File: config.mk
export PLATFORM = sky130hd
export DESIGN_NAME = washer_plant_emulator
export DESIGN_NICKNAME = d
export VERILOG_FILES = /design/src/rtl/washer_pkg.sv /design/src/rtl/sat_counter.sv /design/src/rtl/washer_plant_emulator.sv
export SDC_FILE = /design/constraint.sdc
export NUM_CORES = 1
export LEC_CHECK = 0
export ABC_AREA = 1
export CORE_MARGIN = 5
export CORE_UTILIZATION = 57
export DETAILED_ROUTE_END_ITERATION = 6
export PLACE_DENSITY_LB_ADDON = 0.08
export RECOVER_POWER = 100
export SLEW_MARGIN = 20
export SYNTH_ARGS = -nofsm -noshare
export SYNTH_HDL_FRONTEND = slang
export SYNTH_SLANG_ARGS = --single-unit
File: constraint.sdc
create_clock -name clock -period 1.95 [get_ports clock]
set_input_delay 0.585 -clock clock [delete_from_list [all_inputs] [get_ports clock]]
set_output_delay 0.585 -clock clock [all_outputs]
set_load 0.03 [all_outputs]
File: src/rtl/washer_pkg.sv
// State encoding shared by the washing-machine controller and its plant emulator,
// so that both ends of the loop decode the 3-bit state bus the same way.
package washer_pkg;

    typedef logic [2:0] state_t;

    localparam state_t IDLE  = 3'd0;
    localparam state_t READY = 3'd1;
    localparam state_t FILL  = 3'd2;
    localparam state_t HEAT  = 3'd3;
    localparam state_t WASH  = 3'd4;
    localparam state_t RINSE = 3'd5;
    localparam state_t SPIN  = 3'd6;
    localparam state_t DRAIN = 3'd7;

    // States in which the drum motor is running.
    function automatic logic is_motor_phase(input state_t s);
        return (s == WASH) || (s == RINSE) || (s == SPIN);
    endfunction

    // States that the per-state watchdog supervises.
    function automatic logic is_supervised(input state_t s);
        return (s != IDLE) && (s != READY);
    endfunction

endpackage

File: src/rtl/sat_counter.sv
// Up/down counter that saturates at 0 and at a programmable upper limit.
// clr wins over inc, and inc wins over dec.
module sat_counter #(
    parameter int W = 8
) (
    input  logic         clock,
    input  logic         reset,
    input  logic         inc,
    input  logic         dec,
    input  logic         clr,
    input  logic [W-1:0] limit,
    output logic [W-1:0] count
);

    // NOTE: sequential state is written with non-blocking assignments so every
    // register samples its inputs from the same pre-edge values.
    always_ff @(posedge clock) begin
        if (reset || clr) begin
            count <= '0;
        end else if (inc) begin
            if (count < limit) begin
                count <= count + W'(1);
            end
        end else if (dec) begin
            if (count != '0) begin
                count <= count - W'(1);
            end
        end
    end

endmodule

File: src/rtl/washer_plant_emulator.sv
// Plant model closing the loop around the washer controller: turns the controller's
// state code into water level, temperature, phase-done, watchdog and fault signals.
module washer_plant_emulator
    import washer_pkg::*;
#(
    parameter int CNT_W          = 8,
    parameter int FILL_CYCLES    = 16,
    parameter int HEAT_CYCLES    = 12,
    parameter int WASH_CYCLES    = 32,
    parameter int RINSE_CYCLES   = 24,
    parameter int SPIN_CYCLES    = 20,
    parameter int TIMEOUT_CYCLES = 64
) (
    input  logic             clock,
    input  logic             reset,
    input  logic [2:0]       state,
    input  logic             fault_unbalance,
    input  logic             fault_motor,
    output logic             sig_Full,
    output logic             sig_Temperature,
    output logic             sig_Completed,
    output logic             sig_Time_Out,
    output logic             sig_Out_Of_Balance,
    output logic             sig_Motor_Failure,
    output logic [CNT_W-1:0] level
);

    localparam logic [CNT_W-1:0] FULL_LEVEL   = CNT_W'(FILL_CYCLES);
    localparam logic [CNT_W-1:0] HOT_TEMP     = CNT_W'(HEAT_CYCLES);
    localparam logic [CNT_W-1:0] WASH_LAST    = CNT_W'(WASH_CYCLES - 1);
    localparam logic [CNT_W-1:0] RINSE_LAST   = CNT_W'(RINSE_CYCLES - 1);
    localparam logic [CNT_W-1:0] SPIN_LAST    = CNT_W'(SPIN_CYCLES - 1);
    localparam logic [CNT_W-1:0] TIMEOUT_LAST = CNT_W'(TIMEOUT_CYCLES - 1);
    localparam logic [CNT_W-1:0] CNT_MAX      = '1;

    state_t           state_q;
    logic             entry;
    logic [CNT_W-1:0] phase_cnt;
    logic [CNT_W-1:0] temp;
    logic [CNT_W-1:0] phase_last;
    logic             timed_phase;
    logic             phase_hit;
    logic             drain_hit;
    logic             complete_hit;
    logic             timeout_hit;
    logic             done;

    // A state change seen on the bus this edge restarts every per-visit mechanism.
    assign entry = (state != state_q);

    sat_counter #(.W(CNT_W)) u_phase_cnt (
        .clock (clock),
        .reset (reset),
        .inc   (1'b1),
        .dec   (1'b0),
        .clr   (entry),
        .limit (CNT_MAX),
        .count (phase_cnt)
    );

    sat_counter #(.W(CNT_W)) u_level (
        .clock (clock),
        .reset (reset),
        .inc   (state_q == FILL),
        .dec   (state_q == DRAIN),
        .clr   (1'b0),
        .limit (FULL_LEVEL),
        .count (level)
    );

    sat_counter #(.W(CNT_W)) u_temp (
        .clock (clock),
        .reset (reset),
        .inc   (state_q == HEAT),
        .dec   (1'b0),
        .clr   (state_q == IDLE),
        .limit (HOT_TEMP),
        .count (temp)
    );

    // NOTE: every always_comb output gets a default before the case so that no
    // path leaves it unassigned and no latch is inferred.
    always_comb begin
        timed_phase = 1'b0;
        phase_last  = '0;
        case (state_q)
            WASH: begin
                timed_phase = 1'b1;
                phase_last  = WASH_LAST;
            end
            RINSE: begin
                timed_phase = 1'b1;
                phase_last  = RINSE_LAST;
            end
            SPIN: begin
                timed_phase = 1'b1;
                phase_last  = SPIN_LAST;
            end
            default: begin
                timed_phase = 1'b0;
                phase_last  = '0;
            end
        endcase
    end

    assign phase_hit    = timed_phase && (phase_cnt == phase_last);
    // Level reaches zero on this edge: it is already 0 or is about to step down from 1.
    assign drain_hit    = (state_q == DRAIN) && (level <= CNT_W'(1));
    assign complete_hit = !entry && !done && (phase_hit || drain_hit);
    assign timeout_hit  = is_supervised(state_q) && (phase_cnt == TIMEOUT_LAST);

    always_ff @(posedge clock) begin
        if (reset) begin
            state_q            <= IDLE;
            done               <= 1'b0;
            sig_Full           <= 1'b0;
            sig_Temperature    <= 1'b0;
            sig_Completed      <= 1'b0;
            sig_Time_Out       <= 1'b0;
            sig_Out_Of_Balance <= 1'b0;
            sig_Motor_Failure  <= 1'b0;
        end else begin
            state_q         <= state;
            sig_Full        <= (level == FULL_LEVEL);
            sig_Temperature <= (temp == HOT_TEMP);
            sig_Completed   <= complete_hit;

            if (entry) begin
                done               <= 1'b0;
                sig_Time_Out       <= 1'b0;
                sig_Out_Of_Balance <= 1'b0;
            end else begin
                if (complete_hit) begin
                    done <= 1'b1;
                end
                if (timeout_hit) begin
                    sig_Time_Out <= 1'b1;
                end
                if ((state_q == SPIN) && fault_unbalance) begin
                    sig_Out_Of_Balance <= 1'b1;
                end
            end

            // Motor failure survives state changes; only a return to IDLE clears it.
            if (state_q == IDLE) begin
                sig_Motor_Failure <= 1'b0;
            end else if (!entry && is_motor_phase(state_q) && fault_motor) begin
                sig_Motor_Failure <= 1'b1;
            end
        end
    end

endmodule
==> impl_metrics.csv <==
group,metric,value,unit
outcome,outcome,"complete, no violations",
synthesis,synth_seq_cells,34,
global_routing,grt_max_degree,15,
synthesis,yosysWarnings,0,
pwr,p_switching,0.447,mW
critical_path,critPathBufInv,1,
cts,cts_hold_buf,0,
timing,skew,0.0101,ns
placement,dp_hpwl,2630,um
cts,cts_tree,"yes",
synthesis,synth_cell_types,33,
synthesis,synthTopCellsByArea,"dfxtp_1 (37%), nand2_1 (9.5%), inv_1 (6.9%)",
synthesis,synth_area_per_cell,7.55,um^2
critical_path,crit_chain,"clkdlybuf4s50_1",
timing,finalCritPeriodShare,96.2,%
global_routing,grt_first_pass_wirelength,6000,um
synthesis,netlist_instances,246,
critical_path,path_delay_family,"buffers and inverters",
timing,tightest_slew,0.615,ns
layout,seqCellArea,681,um^2
layout,drive_gt1_share,10.9,%
die,die_w,67.1,um
critical_path,critPathMaxFanout,1,
layout,num-nets-final,288,
timing,fin_setup_tns,0,ns
global_routing,antenna_found_initial,0,
synthesis,yosysTopAreaCell,"dfxtp_1",
critical_path,critPathKind,"reg2out",
detailed_routing,drt_pass1_iterations,4,
detailed_routing,wl_per_cell,10.9,um
die,die-area,4500,um^2
layout,synthToLayoutAreaGrowth,12.4,%
detailed_routing,drtIter0Drc,71,
pwr,irDropWorstVdd,407,uV
detailed_routing,antenna_left,0,
pwr,p_int,1.01,mW
critical_path,cp-start-kind,"flip-flop",
timing,rsz0062_at_grt,"no",
synthesis,synth-main-ff-cell,"dfxtp_1",
synthesis,syn-num-nets,260,
pwr,comb_power_share,21.4,%
die,rows,20,
global_routing,grt.overflow.total,0,
synthesis,synth-edff-count,0,
critical_path,rrSetupSlack,0.26,ns
critical_path,endpoint_kind,"primary output",
pwr,switching_share,30.8,%
cts,clkTransAtPathRegs,0.10,ns
die,die_height,67.1,um
critical_path,critical_path.max_stage_delay,0.66,ns
synthesis,synthesis.area,1860,um^2
die,start_util,60.3,%
hold_path,min_path_type,"reg2reg",
cts,worstSkewPairLatency,0.32,ns
timing,slew_viol_final,0,
global_routing,grtUsageTotal,17.2,%
timing,relSlewSlack,58.7,%
cts,cts_setup_buffers,0,
timing,hold_viol,0,
detailed_routing,avgViaCountPerCell,4.88,
detailed_routing,drc,0,
pwr,power.share.clock,27.6,%
job,maxCapViolations,0,
pwr,seqPwrFrac,51.0,%
critical_path,crit_path_top_delay_cell,"clkdlybuf4s50_1",
synthesis,ys_seq_area_share,36.7,%
cts,cts_inserted_buffers,5,
cts,htreeDepth,2,
critical_path,cp.arrival,1.29,ns
cts,root_buffer,"clkbuf_4",
die,core_region_area,3080,um^2
critical_path,crit_required,1.36,ns
placement,place_congestion,0.807,
detailed_routing,routed_wl,3490,um
placement,portBuffers,20,
layout,multi_input_area,951,um^2
cts,cts_num_sinks,34,
layout,nFillCells,270,
timing,setup_viol,0,
synthesis,synth_top_area_share,36.7,%
layout,fin_util,67.8,%
layout,antenna_cells,0,
pwr,p_leak,0.922,nW
pwr,p_per_area,697,nW/um^2
die,ios,21,
timing,min_period,1.88,ns
timing,fmax,533,MHz
global_routing,grt_pass1_vias,1355,
synthesis,async_flop_share,0,%
detailed_routing,num_vias,1557,
cts,clk_path_buf_depth,2,
-- synthesized netlist by cell type, types with 2 or more instances --
cell / count
o21ai_0: 3
a21oi_2: 2
o21ai_2: 2
dfxtp_1: 34
inv_2: 2
inv_1: 34
o21ai_1: 4
ha_1: 7
a21oi_1: 16
nor2_2: 2
buf_6: 4
o21ba_2: 2
nand2_1: 47
xor2_1: 9
nand4_1: 7
nor3_1: 3
nor2_1: 27
nand2_2: 4
nand3_1: 17
xnor2_1: 7
-- metrics by stage --
| step | total power, mW | cells | hold WS, ns | area (um^2) | setup WS, ns |
|---|---|---|---|---|---|
| finish | 1.45 | 319 | 0.428 | 2090 | 0.0747 |
| global route | 1.54 | 319 | 0.447 | 2090 | 0.0181 |
| CTS | 1.49 | 319 | 0.429 | 2160 | 0.00568 |
| detailed placement | 1.09 | 311 | 0.411 | 2110 | 0.0798 |
| global placement | 1.09 | 311 | 0.407 | 2110 | 0.111 |
| floorplan | 1.00 | 246 | 0.391 | 1860 | 0.347 |
-- worst reg2reg max path, stage by stage, from the launching register on --
cell and delay [ns]:
dfxtp_1 0.53, nand2_1 0.15, inv_1 0.09, nand2_1 0.10, nor3_1 0.45, nor2_1 0.08, a21oi_1 0.13, nor2_1 0.05
-- layout by cell type (no fill, tap or decap), drive strengths merged, types with 8 or more instances in the layout --
cell and count:
xor2 9, clkdlybuf4s50 8, inv 37, nand4 8, nand2 51, a21oi 18, clkbuf 17, dfxtp 34
o21ai 9, nand3 18, nor2 30
-- power by group through the flow --
stage / clock [mW] / sequential [mW] / combinational, mW
2_1_floorplan: 0 / 0.787 / 0.215
3_3_place_gp: 0 / 0.758 / 0.334
3_5_place_dp: 0 / 0.758 / 0.335
4_1_cts: 0.415 / 0.742 / 0.333
5_1_grt: 0.447 / 0.746 / 0.348
6_report: 0.402 / 0.741 / 0.311
-- final timing paths --
path,start,endpoint,depth (start not counted)
max reg2reg,state_q[1]$_SDFF_PP0_,u_temp.count[1]$_SDFFE_PP0P_,7
min,done$_SDFFE_PP0P_,sig_Completed$_SDFF_PP0_,1
max,sig_Full$_SDFF_PP0_,sig_Full,1
min reg2reg,done$_SDFFE_PP0P_,sig_Completed$_SDFF_PP0_,1
-- registers in the layout, indices dropped and copies added, names as in the netlist --
| signal | cells |
|---|---|
| sig_Full | 1 |
| u_temp.count | 8 |
| sig_Out_Of_Balance | 1 |
| sig_Time_Out | 1 |
| done | 1 |
| u_phase_cnt.count | 8 |
| u_level.count | 8 |
| state_q | 3 |
| sig_Motor_Failure | 1 |
| sig_Completed | 1 |
| sig_Temperature | 1 |
-- per-layer routing --
metal / global-route usage, % / part of all wire, % / vias up
met5: 0 / 0 / -
met4: 5.32 / 1.3 / 0
met3: 3.54 / 3.7 / 7
met2: 26.5 / 45 / 26
met1: 23.8 / 50 / 686
li1: - / - / 838
-- final cells by class --
| type | instances | area share [%] |
|---|---|---|
| Clock buffer | 7 | 2.64 |
| Clock inverter | 1 | 0.240 |
| Sequential cell | 34 | 32.6 |
| Timing Repair Buffer | 27 | 9.17 |
| Inverter | 38 | 7.13 |
| Multi-Input combinational cell | 168 | 45.6 |
| Tap cell | 44 | 2.64 |
-- cell families after synthesis --
| kind of cell | count (synthesis) | synth area share (%) |
|---|---|---|
| flops | 34 | 36.7 |
| xor+xnor | 16 | 7.55 |
| simple gates | 113 | 29.8 |
| buf+inv | 44 | 11.0 |
| compound gates | 32 | 10.3 |
| fa+ha+maj | 7 | 4.72 |
-- timing repair --
| action | in CTS | in global routing |
|---|---|---|
| gates cloned | 0 | 0 |
| gates resized for setup | 3 | 7 |
| endpoints found under the hold margin | 0 | 0 |
| endpoints found under the setup margin | 3 | 7 |
Note: power is estimated with default switching activity, not from simulation.
